File: src/rtl/multicycle_control_fsm.sv
// Multi-cycle instruction sequencer: FETCH/DECODE/EXECUTE/MEMORY/WRITEBACK.
// It holds the instruction register, the registered immediate selector, the
// memory wait counter and the retired-instruction counter. It drives the
// datapath enables for one instruction at a time.
module multicycle_control_fsm #(
  parameter int COUNT_W     = 16,
  parameter int MEM_TIMEOUT = 15
) (
  input  logic               clk,
  input  logic               reset,
  input  logic               start,
  input  logic               stop,
  input  logic               instr_valid,
  output logic               instr_ready,
  input  logic [31:0]        Instr,
  input  logic               branch_taken,
  input  logic               mem_ready,
  output logic [2:0]         imm_select,
  output logic [31:0]        ir_out,
  output logic               alu_src,
  output logic [1:0]         alu_op,
  output logic               mem_read,
  output logic               mem_write,
  output logic               reg_write,
  output logic               mem_to_reg,
  output logic               pc_write,
  output logic               pc_src,
  output logic               busy,
  output logic               illegal,
  output logic               mem_timeout,
  output logic [COUNT_W-1:0] instr_count
);

  localparam int WAIT_W = (MEM_TIMEOUT < 2) ? 1 : $clog2(MEM_TIMEOUT + 1);
  localparam logic [WAIT_W-1:0] WAIT_LAST = WAIT_W'(MEM_TIMEOUT - 1);

  localparam logic [6:0] OPC_LOAD   = 7'b0000011;
  localparam logic [6:0] OPC_STORE  = 7'b0100011;
  localparam logic [6:0] OPC_BRANCH = 7'b1100011;
  localparam logic [6:0] OPC_OPIMM  = 7'b0010011;
  localparam logic [6:0] OPC_OP     = 7'b0110011;

  typedef enum logic [2:0] {
    S_IDLE, S_FETCH, S_DECODE, S_EXECUTE, S_MEMORY, S_WRITEBACK
  } state_t;

  state_t            state_q, state_d;
  logic [WAIT_W-1:0] wait_q;
  logic              stop_pend_q;
  logic              retire;

  // Immediate format implied by an opcode; unsupported and OP give 000.
  function automatic logic [2:0] imm_of(input logic [6:0] op);
    case (op)
      OPC_LOAD, OPC_OPIMM: imm_of = 3'b111;
      OPC_STORE:           imm_of = 3'b001;
      OPC_BRANCH:          imm_of = 3'b011;
      default:             imm_of = 3'b000;
    endcase
  endfunction

  // Instruction class, decoded from the latched IR only.
  logic is_load, is_store, is_branch, is_opimm, is_op, is_legal;
  always_comb begin
    is_load   = (ir_out[6:0] == OPC_LOAD);
    is_store  = (ir_out[6:0] == OPC_STORE);
    is_branch = (ir_out[6:0] == OPC_BRANCH);
    is_opimm  = (ir_out[6:0] == OPC_OPIMM);
    is_op     = (ir_out[6:0] == OPC_OP);
    is_legal  = is_load | is_store | is_branch | is_opimm | is_op;
  end

  // A finished instruction returns to IDLE if stop is seen now or was seen
  // earlier in the instruction; otherwise it fetches the next one.
  state_t boundary_next;
  always_comb begin
    boundary_next = (stop || stop_pend_q) ? S_IDLE : S_FETCH;
  end

  // Next state plus all control outputs. Every output is 0 by default, so
  // IDLE (and therefore reset) drives everything low.
  always_comb begin
    state_d     = state_q;
    retire      = 1'b0;
    instr_ready = 1'b0;
    alu_src     = 1'b0;
    alu_op      = 2'b00;
    mem_read    = 1'b0;
    mem_write   = 1'b0;
    reg_write   = 1'b0;
    mem_to_reg  = 1'b0;
    pc_write    = 1'b0;
    pc_src      = 1'b0;
    illegal     = 1'b0;
    mem_timeout = 1'b0;
    busy        = (state_q != S_IDLE);
    case (state_q)
      S_IDLE: begin
        if (start) state_d = S_FETCH;
      end
      S_FETCH: begin
        instr_ready = 1'b1;
        if (instr_valid) state_d = S_DECODE;
      end
      S_DECODE: begin
        if (!is_legal) begin
          // Skip the bad word: advance PC, do not count it as retired.
          illegal  = 1'b1;
          pc_write = 1'b1;
          state_d  = boundary_next;
        end else begin
          state_d = S_EXECUTE;
        end
      end
      S_EXECUTE: begin
        alu_src = is_load | is_store | is_opimm;
        alu_op  = is_branch ? 2'b01 : ((is_load | is_store) ? 2'b00 : 2'b10);
        if (is_branch) begin
          pc_write = 1'b1;
          pc_src   = branch_taken;
          retire   = 1'b1;
          state_d  = boundary_next;
        end else if (is_load || is_store) begin
          state_d = S_MEMORY;
        end else begin
          state_d = S_WRITEBACK;
        end
      end
      S_MEMORY: begin
        mem_read  = is_load;
        mem_write = is_store;
        // mem_ready is checked first, so it wins over a timeout in the same cycle.
        if (mem_ready) begin
          if (is_load) begin
            state_d = S_WRITEBACK;
          end else begin
            pc_write = 1'b1;
            retire   = 1'b1;
            state_d  = boundary_next;
          end
        end else if (wait_q == WAIT_LAST) begin
          mem_timeout = 1'b1;
          state_d     = S_IDLE;
        end
      end
      S_WRITEBACK: begin
        reg_write  = 1'b1;
        mem_to_reg = is_load;
        pc_write   = 1'b1;
        retire     = 1'b1;
        state_d    = boundary_next;
      end
      default: state_d = S_IDLE;
    endcase
  end

  // State register.
  always_ff @(posedge clk or posedge reset) begin
    if (reset) state_q <= S_IDLE;
    else       state_q <= state_d;
  end

  // Instruction register, loaded on the fetch handshake.
  always_ff @(posedge clk or posedge reset) begin
    if (reset)                                ir_out <= '0;
    else if (state_q == S_FETCH && instr_valid) ir_out <= Instr;
  end

  // imm_select is loaded with the IR. It is then valid from DECODE and held
  // until the instruction leaves. It is cleared for IDLE and FETCH.
  always_ff @(posedge clk or posedge reset) begin
    if (reset)
      imm_select <= 3'b000;
    else if (state_q == S_FETCH && instr_valid)
      imm_select <= imm_of(Instr[6:0]);
    else if (state_d == S_IDLE || state_d == S_FETCH)
      imm_select <= 3'b000;
  end

  // Memory wait counter: cleared on the way into MEMORY, counts cycles without mem_ready.
  always_ff @(posedge clk or posedge reset) begin
    if (reset)                                wait_q <= '0;
    else if (state_q == S_EXECUTE)            wait_q <= '0;
    else if (state_q == S_MEMORY && !mem_ready) wait_q <= wait_q + 1'b1;
  end

  // Remembers a stop request until the next instruction boundary; IDLE drops it.
  always_ff @(posedge clk or posedge reset) begin
    if (reset)                          stop_pend_q <= 1'b0;
    else if (state_d == S_IDLE)         stop_pend_q <= 1'b0;
    else if (state_q != S_IDLE && stop) stop_pend_q <= 1'b1;
  end

  // Retired-instruction counter; wraps silently.
  always_ff @(posedge clk or posedge reset) begin
    if (reset)       instr_count <= '0;
    else if (retire) instr_count <= instr_count + 1'b1;
  end

endmodule

File: config.mk
export PLATFORM = sky130hd
export DESIGN_NAME = multicycle_control_fsm
export DESIGN_NICKNAME = d
export VERILOG_FILES = /design/src/rtl/multicycle_control_fsm.sv
export SDC_FILE = /design/constraint.sdc
export NUM_CORES = 1
export LEC_CHECK = 0
export ABC_AREA = 1
export BUFFER_PORTS_ARGS = -buffer_cell sky130_fd_sc_hd__buf_4
export CAP_MARGIN = 20
export CORE_MARGIN = 3
export CORE_UTILIZATION = 46
export DETAILED_ROUTE_END_ITERATION = 16
export GPL_ROUTABILITY_DRIVEN = 0
export PLACE_DENSITY_LB_ADDON = 0.25
export SLEW_MARGIN = 20
export SYNTH_ARGS = -nofsm -noshare
export SYNTH_HDL_FRONTEND = slang
export SYNTH_SLANG_ARGS = --single-unit
File: constraint.sdc
create_clock -name clk -period 2.06 [get_ports clk]
set_clock_uncertainty 0.2 [all_clocks]
set_input_delay 0.206 -clock clk [delete_from_list [all_inputs] [get_ports clk]]
set_output_delay 0.206 -clock clk [all_outputs]
set_load 0.1 [all_outputs]
== After elaboration in Yosys (flattened, before gate mapping) ==
Cells that the tools add are included.

* Logic and storage cells: 81
* Output and inout bits: 64
* Input port bits: 39
* Register bits: 59

* Reductions and logical operators: 14
* Bitwise logic cells: 5
* Multiplexer cells: 38
* Eq/ne operators: 16
* $add $sub $neg: 2

{| class="wikitable"
|+ Operators by type and width
! operator !! number
|-
| $mux W3 || 8
|-
| $eq A7 B6 Y1 const B || 3
|-
| $mux W1 || 20
|-
| $pmux W3 S6 || 1
|-
| $add A16 B1 Y16 const B || 1
|-
| $eq A7 B2 Y1 const B || 2
|-
| $eq A7 B5 Y1 const B || 2
|-
| $eq A7 B7 Y1 const B || 2
|-
| $pmux W3 S3 || 1
|-
| $mux W2 || 4
|-
| $mux W4 || 2
|-
| $eq A3 B1 Y1 const B || 2
|-
| $eq A3 B2 Y1 const B || 2
|-
| $eq A3 B3 Y1 const B || 2
|-
| $logic_not A3 Y1 || 2
|-
| $reduce_bool A2 Y1 || 3
|-
| $or A1 B1 Y1 || 5
|-
| $add A4 B1 Y4 const B || 1
|-
| $eq A4 B4 Y1 const B || 1
|-
| $pmux W1 S4 || 1
|-
| $logic_and A1 B1 Y1 || 3
|-
| $logic_or A1 B1 Y1 || 3
|-
| $pmux W1 S3 || 1
|-
| $reduce_bool A3 Y1 || 1
|-
| other kinds (2) || 2
|}

== Logic depth before layout (Yosys ltp) ==
Gate-level depths: netlist of run 1.

* Depth in word-level cells: 11
* Depth in mapped cells: 11
* Mapped depth without buffers: 11

== Worst setup path before layout of run 1 ==
OpenSTA, ideal clock, no wires.

* Path kind: reg2out
* Start: register ir_out[4]
* End: output pc_write
* Arrival time: 4.301 ns
* Data required time: 1.654 ns
* Stages on the path, launching flop included: 7
* Buffers on the path: 0
* Slack: -2.647 ns
* Path through: dfrtp_1 inv_1 nand2_1 nand2_1 a21oi_1 nor2_1 nor2_1

* Longest elaborated chain between the ends: 7
* Elaborated cells between the ends (all ways): 14
* Those cells by class: eq/ne (5); mux (5); bitwise (4)

{| class="wikitable"
|+ Ends and longest elaborated chain
! what !! line !! source
|-
| start: declaration || 19 || <nowiki>output logic [31:0] ir_out,</nowiki>
|-
| start signal: assignment || 166 || <nowiki>else if (state_q == S_FETCH && instr_valid) ir_out <= Instr;</nowiki>
|-
| $eq A7 B2 Y1 / $eq A7 B6 Y1 (equally long branches) || 65, 66 ||
|-
| $or A1 B1 Y1 (4 in series) || 70 || <nowiki>is_legal = is_load | is_store | is_branch | is_opimm | is_op;</nowiki>
|-
| $mux W1 || 106 || <nowiki>if (!is_legal) begin</nowiki>
|-
| $pmux W1 S4 * || 97 || <nowiki>case (state_q)</nowiki>
|-
| end: declaration || 26 || <nowiki>output logic pc_write,</nowiki>
|}

Mark *: on every way between the ends. The rest lies on a longest branch, timed or not.

== Worst setup path in the final report of run 1 ==
* Start: register ir_out[2]
* End: output pc_write

Same word-level chain as after synthesis.

==> results.sh, run 1 <==
export IMPL_status="finished with violations"
export IMPL_violations="negative setup slack"
export IMPL_synth_cells=359
export IMPL_grt_pass1_vias=2996
export IMPL_relSlewSlack_pct=68.7
export IMPL_dp_cells=537
export IMPL_finalCritPeriodShare_pct=102
export IMPL_grt_setup_unrepaired="yes"
export IMPL_clk_path_buf_depth=2
export IMPL_fin_nets=557
export IMPL_maxSlewViolCount=0
export IMPL_antenna_left=0
export IMPL_worstPathBufferInverterCount=3
export IMPL_syn_avg_cell_area_sq_um=8.11
export IMPL_antenna_found_initial=0
export IMPL_syn_nets=403
export IMPL_drc_errors=0
export IMPL_hold_class="in -> reg"
export IMPL_grt_overflow=0
export IMPL_setup_ws_ns=-0.0406
export IMPL_cts_root_buf="clkbuf_8"
export IMPL_htreeDepth=3
export IMPL_period_minus_slack_ns=2.10
export IMPL_avgViaCountPerCell=4.92
export IMPL_critPathRequiredTime_ns=1.65
export IMPL_clk_pin_slew_ns=0.07
export IMPL_num_rows=28
export IMPL_cp_slowest_cell="dfrtp_2"
export IMPL_numCtsBuffers=9
export IMPL_critPathCaptureType="primary output"
export IMPL_critPathMaxStageDelay_ns=0.41
export IMPL_die_y_um=85.6
export IMPL_cts_tree="built"
export IMPL_die_area_sq_um=7320
export IMPL_wl_per_cell_um=13.8
export IMPL_core_area_sq_um=6030
export IMPL_die_w_um=85.6
export IMPL_grt_max_degree=42
export IMPL_antenna_cells=0
export IMPL_num_vias=2915
export IMPL_drive_above_1_share_pct=38.8
export IMPL_tightest_slew_ns=0.465
export IMPL_crit_top_cell="nor2_4"
export IMPL_cpLargestDelayFamily="simple AND/OR/NAND/NOR gates"
export IMPL_mostFrequentLayoutCells="125 x nand2_1, 104 x buf_4, 40 x dfrtp_1"
export IMPL_port_buffers=102
export IMPL_synth_seq_cells=59
export IMPL_totalWireLength_um=8190
export IMPL_final_common_cell="nand2_1"
export IMPL_dpl_hpwl_um=5370
export IMPL_path_max_fanout=6
export IMPL_clock_fmax_ghz=0.476
export IMPL_clk_latency_ns=0.33
export IMPL_ios=103
export IMPL_cts_sinks=59
export IMPL_yosysWarnings=0
export IMPL_worstPathArrival_ns=1.69
export IMPL_cap_violations=0
export IMPL_start_kind="register"
export IMPL_track_usage_pct=23.4
export IMPL_setup_viol=5
export IMPL_ys_seq_area_share_pct=50.7
export IMPL_grt_pass1_wl_um=13700
export IMPL_hold_viol=0
export IMPL_fin_cells=593
export IMPL_worst_setup_path_type="reg -> out"
export IMPL_yosys_cell_types_count=32
export IMPL_syn2layout_area_growth_pct=62.0
export IMPL_drtPass1Iterations=4
export IMPL_initial_utilization_pct=48.3
export IMPL_drt_iter0_drc=173
export IMPL_crit_chain="inv_2 -> nand2_2 -> nor2_4 -> buf_4 -> a21oi_4 -> nor2_4 -> nor2_4 -> buf_12"
export IMPL_syn_area_sq_um=2910
==> worst paths after layout <==
kind | start | endpoint | slack [ns] | depth (start not counted)
setup / recovery | ir_out[2]$_DFFE_PP0P_ | pc_write | -0.04 | 8
hold / removal | mem_ready | wait_q[0]$_DFFE_PP0P_ | 0.14 | 4
setup reg to reg | ir_out[2]$_DFFE_PP0P_ | instr_count[7]$_DFFE_PP0P_ | 0.15 | 10
hold reg to reg | wait_q[3]$_DFFE_PP0P_ | wait_q[3]$_DFFE_PP0P_ | 0.26 | 1
max in group asynchronous | reset | state_q[1]$_DFF_PP0_ | 0.86 | 4
min in group asynchronous | reset | ir_out[15]$_DFFE_PP0P_ | 0.23 | 3
==> synth_stat cells <==
master	n	share of area, %
inv_1	38	4.9
xor2_2	2	1.1
or2_2	1	0.22
nand3_1	21	3.6
nand2_2	2	0.43
nand3b_1	1	0.26
nand2_1	131	17
inv_2	7	0.90
dfrtp_1	59	51
o21ai_1	9	1.5
or2_1	1	0.22
nor2_1	24	3.1
a21oi_1	3	0.52
nand4_1	3	0.64
buf_6	1	0.39
nor4_2	1	0.43
nand2_4	3	1.2
o21ai_0	8	1.4
a21o_1	1	0.26
nor2_4	2	0.77
nand3_2	2	0.69
xor2_1	12	3.6
a31oi_1	1	0.22
a211oi_1	1	0.26
nor4_1	3	0.64
o21bai_1	1	0.26
nor2_2	2	0.43
and3_1	1	0.22
clkbuf_1	3	0.39
buf_2	3	0.52
ha_1	5	2.1
nor3_1	7	1.2
==> registers in the layout, indices dropped and copies added (netlist names) <==
register and cells:
imm_select 3, wait_q 4, stop_pend_q 1, ir_out 32
instr_count 16, state_q 3
==> cell type report <==
type                       count  area (sq um)
sequential                    59          1500
multi-input combinational    248          1400
timing repair buffer         150          1320
fill                         374          1310
inverter                      45           179
clock buffer                  11           151
tap                           75          93.8
clock inverter                 5          75.1
==> repair_timing <==
| item | in CTS | in global routing |
|---|---|---|
| hold buffers | 34 | 0 |
| buffers inserted | 4 | 2 |
| gates resized for setup | 26 | 17 |
| pin swaps | 5 | 4 |
| endpoints found under the setup margin | 8 | 12 |
| hold endpoints to repair | 53 | 0 |
==> logic make-up (layout without fill, tap and decap cells) <==
| kind of cell | Yosys count | count (layout) | synth area share (%) |
|---|---|---|---|
| flip-flops | 59 | 59 | 50.7 |
| adder cells (fa/ha/maj) | 5 | 5 | 2.15 |
| AO/OA/AOI/OAI | 24 | 24 | 4.43 |
| AND/OR/NAND/NOR | 205 | 205 | 30.9 |
| XOR/XNOR | 14 | 14 | 4.73 |
| buffers and inverters | 52 | 211 | 7.09 |
==> worst register-to-register path: stages, from the launching register on <==
cell	delay [ns]
dfrtp_2	0.41
inv_2	0.07
nand2_2	0.06
nor2_4	0.25
nand3_4	0.14
nand3_4	0.09
buf_4	0.12
nand2_4	0.09
inv_4	0.15
nand2_1	0.08
xor2_1	0.15
==> routing by layer <==
layer / wire length, um / vias up / part of all wire (%) / track usage [%]
met3: 502 / 16 / 6.1 / 6.63
li1: - / 1428 / - / -
met2: 4230 / 102 / 52 / 40.0
met1: 3280 / 1369 / 40 / 28.3
met4: 175 / 0 / 2.1 / 8.20
met5: 0 / - / 0 / 0
==> through the flow <==
stage	hold slack [ns]	cell area, sq um	setup TNS, ns	utilization (%)	worst slack (ns)
floorplan	0.124	3050	-1.97	-	-0.555
global placement	0.0352	3940	0	65.4	0.156
detailed placement	0.0373	3940	0	65.4	0.0964
CTS	0.0925	4630	-0.0236	76.8	-0.0154
global route	0.155	4720	-0.734	78.3	-0.122
finish	0.137	4720	-0.102	78.3	-0.0406
Power of run 1 is left out: the tool's default activity adds up to more than one toggle a clock period on the data nets, which glitch-free logic cannot reach.
==> run 2, diff against run 1 <==
--- a/config.mk
+++ b/config.mk
@@ -13,6 +13,7 @@
 export DETAILED_ROUTE_END_ITERATION = 16
 export GPL_ROUTABILITY_DRIVEN = 0
 export PLACE_DENSITY_LB_ADDON = 0.25
+export SKIP_CTS_REPAIR_TIMING = 1
 export SLEW_MARGIN = 20
 export SYNTH_ARGS = -nofsm -noshare
 export SYNTH_HDL_FRONTEND = slang
==> results.sh, run 2 (synthesis results as in run 1) <==
export IMPL_worstPathBufferInverterCount=3
export IMPL_ios=103
export IMPL_largest_reg_flops=32
export IMPL_die_w_um=85.6
export IMPL_dpl_hpwl_um=5370
export IMPL_wl_per_cell_um=14.1
export IMPL_critPathMaxStageDelay_ns=0.42
export IMPL_met1_length_um=3310
export IMPL_violations="negative hold slack, negative setup slack"
export IMPL_syn2layout_area_growth_pct=61.3
export IMPL_whs_path_depth=4
export IMPL_num_rows=28
export IMPL_antenna_cells=0
export IMPL_antenna_found_initial=0
export IMPL_grt_setup_unrepaired="yes"
export IMPL_drt_iter0_drc=149
export IMPL_r2r_start="ir_out[3]$_DFFE_PP0P_"
export IMPL_grt_pass1_wl_um=12000
export IMPL_setup_ws_ns=-0.0655
export IMPL_hold_viol=1
export IMPL_fin_nets=555
export IMPL_drtPass1Iterations=4
export IMPL_final_core_util_pct=77.9
export IMPL_wl_met2_um=4380
export IMPL_reg_top3="ir_out x32, instr_count x16, wait_q x4"
export IMPL_cts_tree="built"
export IMPL_drive_above_1_share_pct=38.8
export IMPL_holdPathEnd="stop_pend_q$_DFFE_PP0P_"
export IMPL_die_area_sq_um=7320
export IMPL_hp_start="stop"
export IMPL_cap_violations=0
export IMPL_critPathRequiredTime_ns=1.65
export IMPL_grt_max_degree=42
export IMPL_mostFrequentLayoutCells="123 x nand2_1, 103 x buf_4, 40 x dfrtp_1"
export IMPL_avgViaCountPerCell=4.98
export IMPL_fin_area_sq_um=4700
export IMPL_die_y_um=85.6
export IMPL_core_area_sq_um=6030
export IMPL_cpLargestDelayFamily="simple AND/OR/NAND/NOR gates"
export IMPL_crit_top_cell="nor2_4"
export IMPL_r2r_setup_slack_ns=0.11
export IMPL_cp_slowest_cell="dfrtp_2"
export IMPL_critPathCaptureType="primary output"
export IMPL_whs_ns=-0.00206
export IMPL_post_place_ws_ns=0.0964
export IMPL_grt_pass1_vias=2689
export IMPL_cts_root_buf="clkbuf_8"
export IMPL_track_usage_pct=20.4
export IMPL_final_common_cell="nand2_1"
export IMPL_clk_path_buf_depth=2
export IMPL_num_vias=2944
export IMPL_maxSlewViolCount=0
export IMPL_place_area_sq_um=3940
export IMPL_initial_utilization_pct=48.3
export IMPL_grt_overflow=0
export IMPL_finalCritPeriodShare_pct=103
export IMPL_clk_pin_slew_ns=0.07
export IMPL_totalWireLength_um=8360
export IMPL_fillers=373
export IMPL_status="finished with violations"
export IMPL_tightest_slew_ns=0.470
export IMPL_antenna_left=0
export IMPL_worstPathArrival_ns=1.72
export IMPL_start_kind="register"
export IMPL_path_max_fanout=6
export IMPL_crit_chain="inv_2 -> nand2_2 -> nor2_4 -> nand3_4 -> buf_6 -> nor2_4 -> buf_12"
export IMPL_cts_sinks=59
export IMPL_numCtsBuffers=9
export IMPL_drc_errors=0
export IMPL_relSlewSlack_pct=68.4
export IMPL_top_register="ir_out"
export IMPL_top_layer_used="met4"
export IMPL_clk_latency_ns=0.33
export IMPL_port_buffers=102
export IMPL_worst_setup_path_type="reg -> out"
export IMPL_hold_class="in -> reg"
export IMPL_clock_fmax_ghz=0.470
export IMPL_r2r_end="instr_count[7]$_DFFE_PP0P_"
export IMPL_htreeDepth=3
export IMPL_period_minus_slack_ns=2.13
export IMPL_wl_met3_um=520
export IMPL_r2r_cells=10
export IMPL_setup_viol=6
-- run 2: layer usage --
layer  GRT usage [%]  up-vias
li1                -     1423
met1            25.4     1404
met2            33.8      103
met3            6.82       14
met4            6.62        0
met5               0        -
-- run 2: layout make-up --
type	count	area, sq um	share of cell area (%)
Multi-Input combinational cell	248	1390	29.6
Sequential cell	59	1500	31.9
Clock buffer	11	151	3.22
Clock inverter	5	75.1	1.60
Tap cell	75	93.8	2.00
Inverter	45	179	3.81
Timing Repair Buffer	148	1310	27.9
-- run 2: worst max path at each step --
stage | end | slack (ns) | start | cells past startpoint
6_report | pc_src | -0.07 | ir_out[3]$_DFFE_PP0P_ | 7
3_5_place_dp | instr_count[7]$_DFFE_PP0P_ | 0.1 | ir_out[2]$_DFFE_PP0P_ | 9
2_1_floorplan | pc_write | -0.56 | ir_out[4]$_DFFE_PP0P_ | 6
4_1_cts | pc_write | -0.24 | ir_out[2]$_DFFE_PP0P_ | 9
5_1_grt | pc_write | -0.15 | ir_out[2]$_DFFE_PP0P_ | 9
3_3_place_gp | instr_count[7]$_DFFE_PP0P_ | 0.16 | ir_out[2]$_DFFE_PP0P_ | 9
-- run 2: per-stage QoR --
step | hold slack (ns) | TNS (ns) | cells
floorplan | 0.124 | -1.97 | 359
global placement | 0.0352 | 0 | 537
detailed placement | 0.0373 | 0 | 537
CTS | -0.326 | -1.24 | 553
global route | 0.0114 | -0.856 | 591
finish | -0.00206 | -0.246 | 591
-- run 2: worst reg2reg max path, delay by kind of cell (launching register included) --
family | cells | cell delay (ns)
DFF | 1 | 0.42
buffers and inverters | 3 | 0.34
and+or+nand+nor | 6 | 0.72
xor gates and xnor gates | 1 | 0.15
Power of run 2 is left out for the same reason.
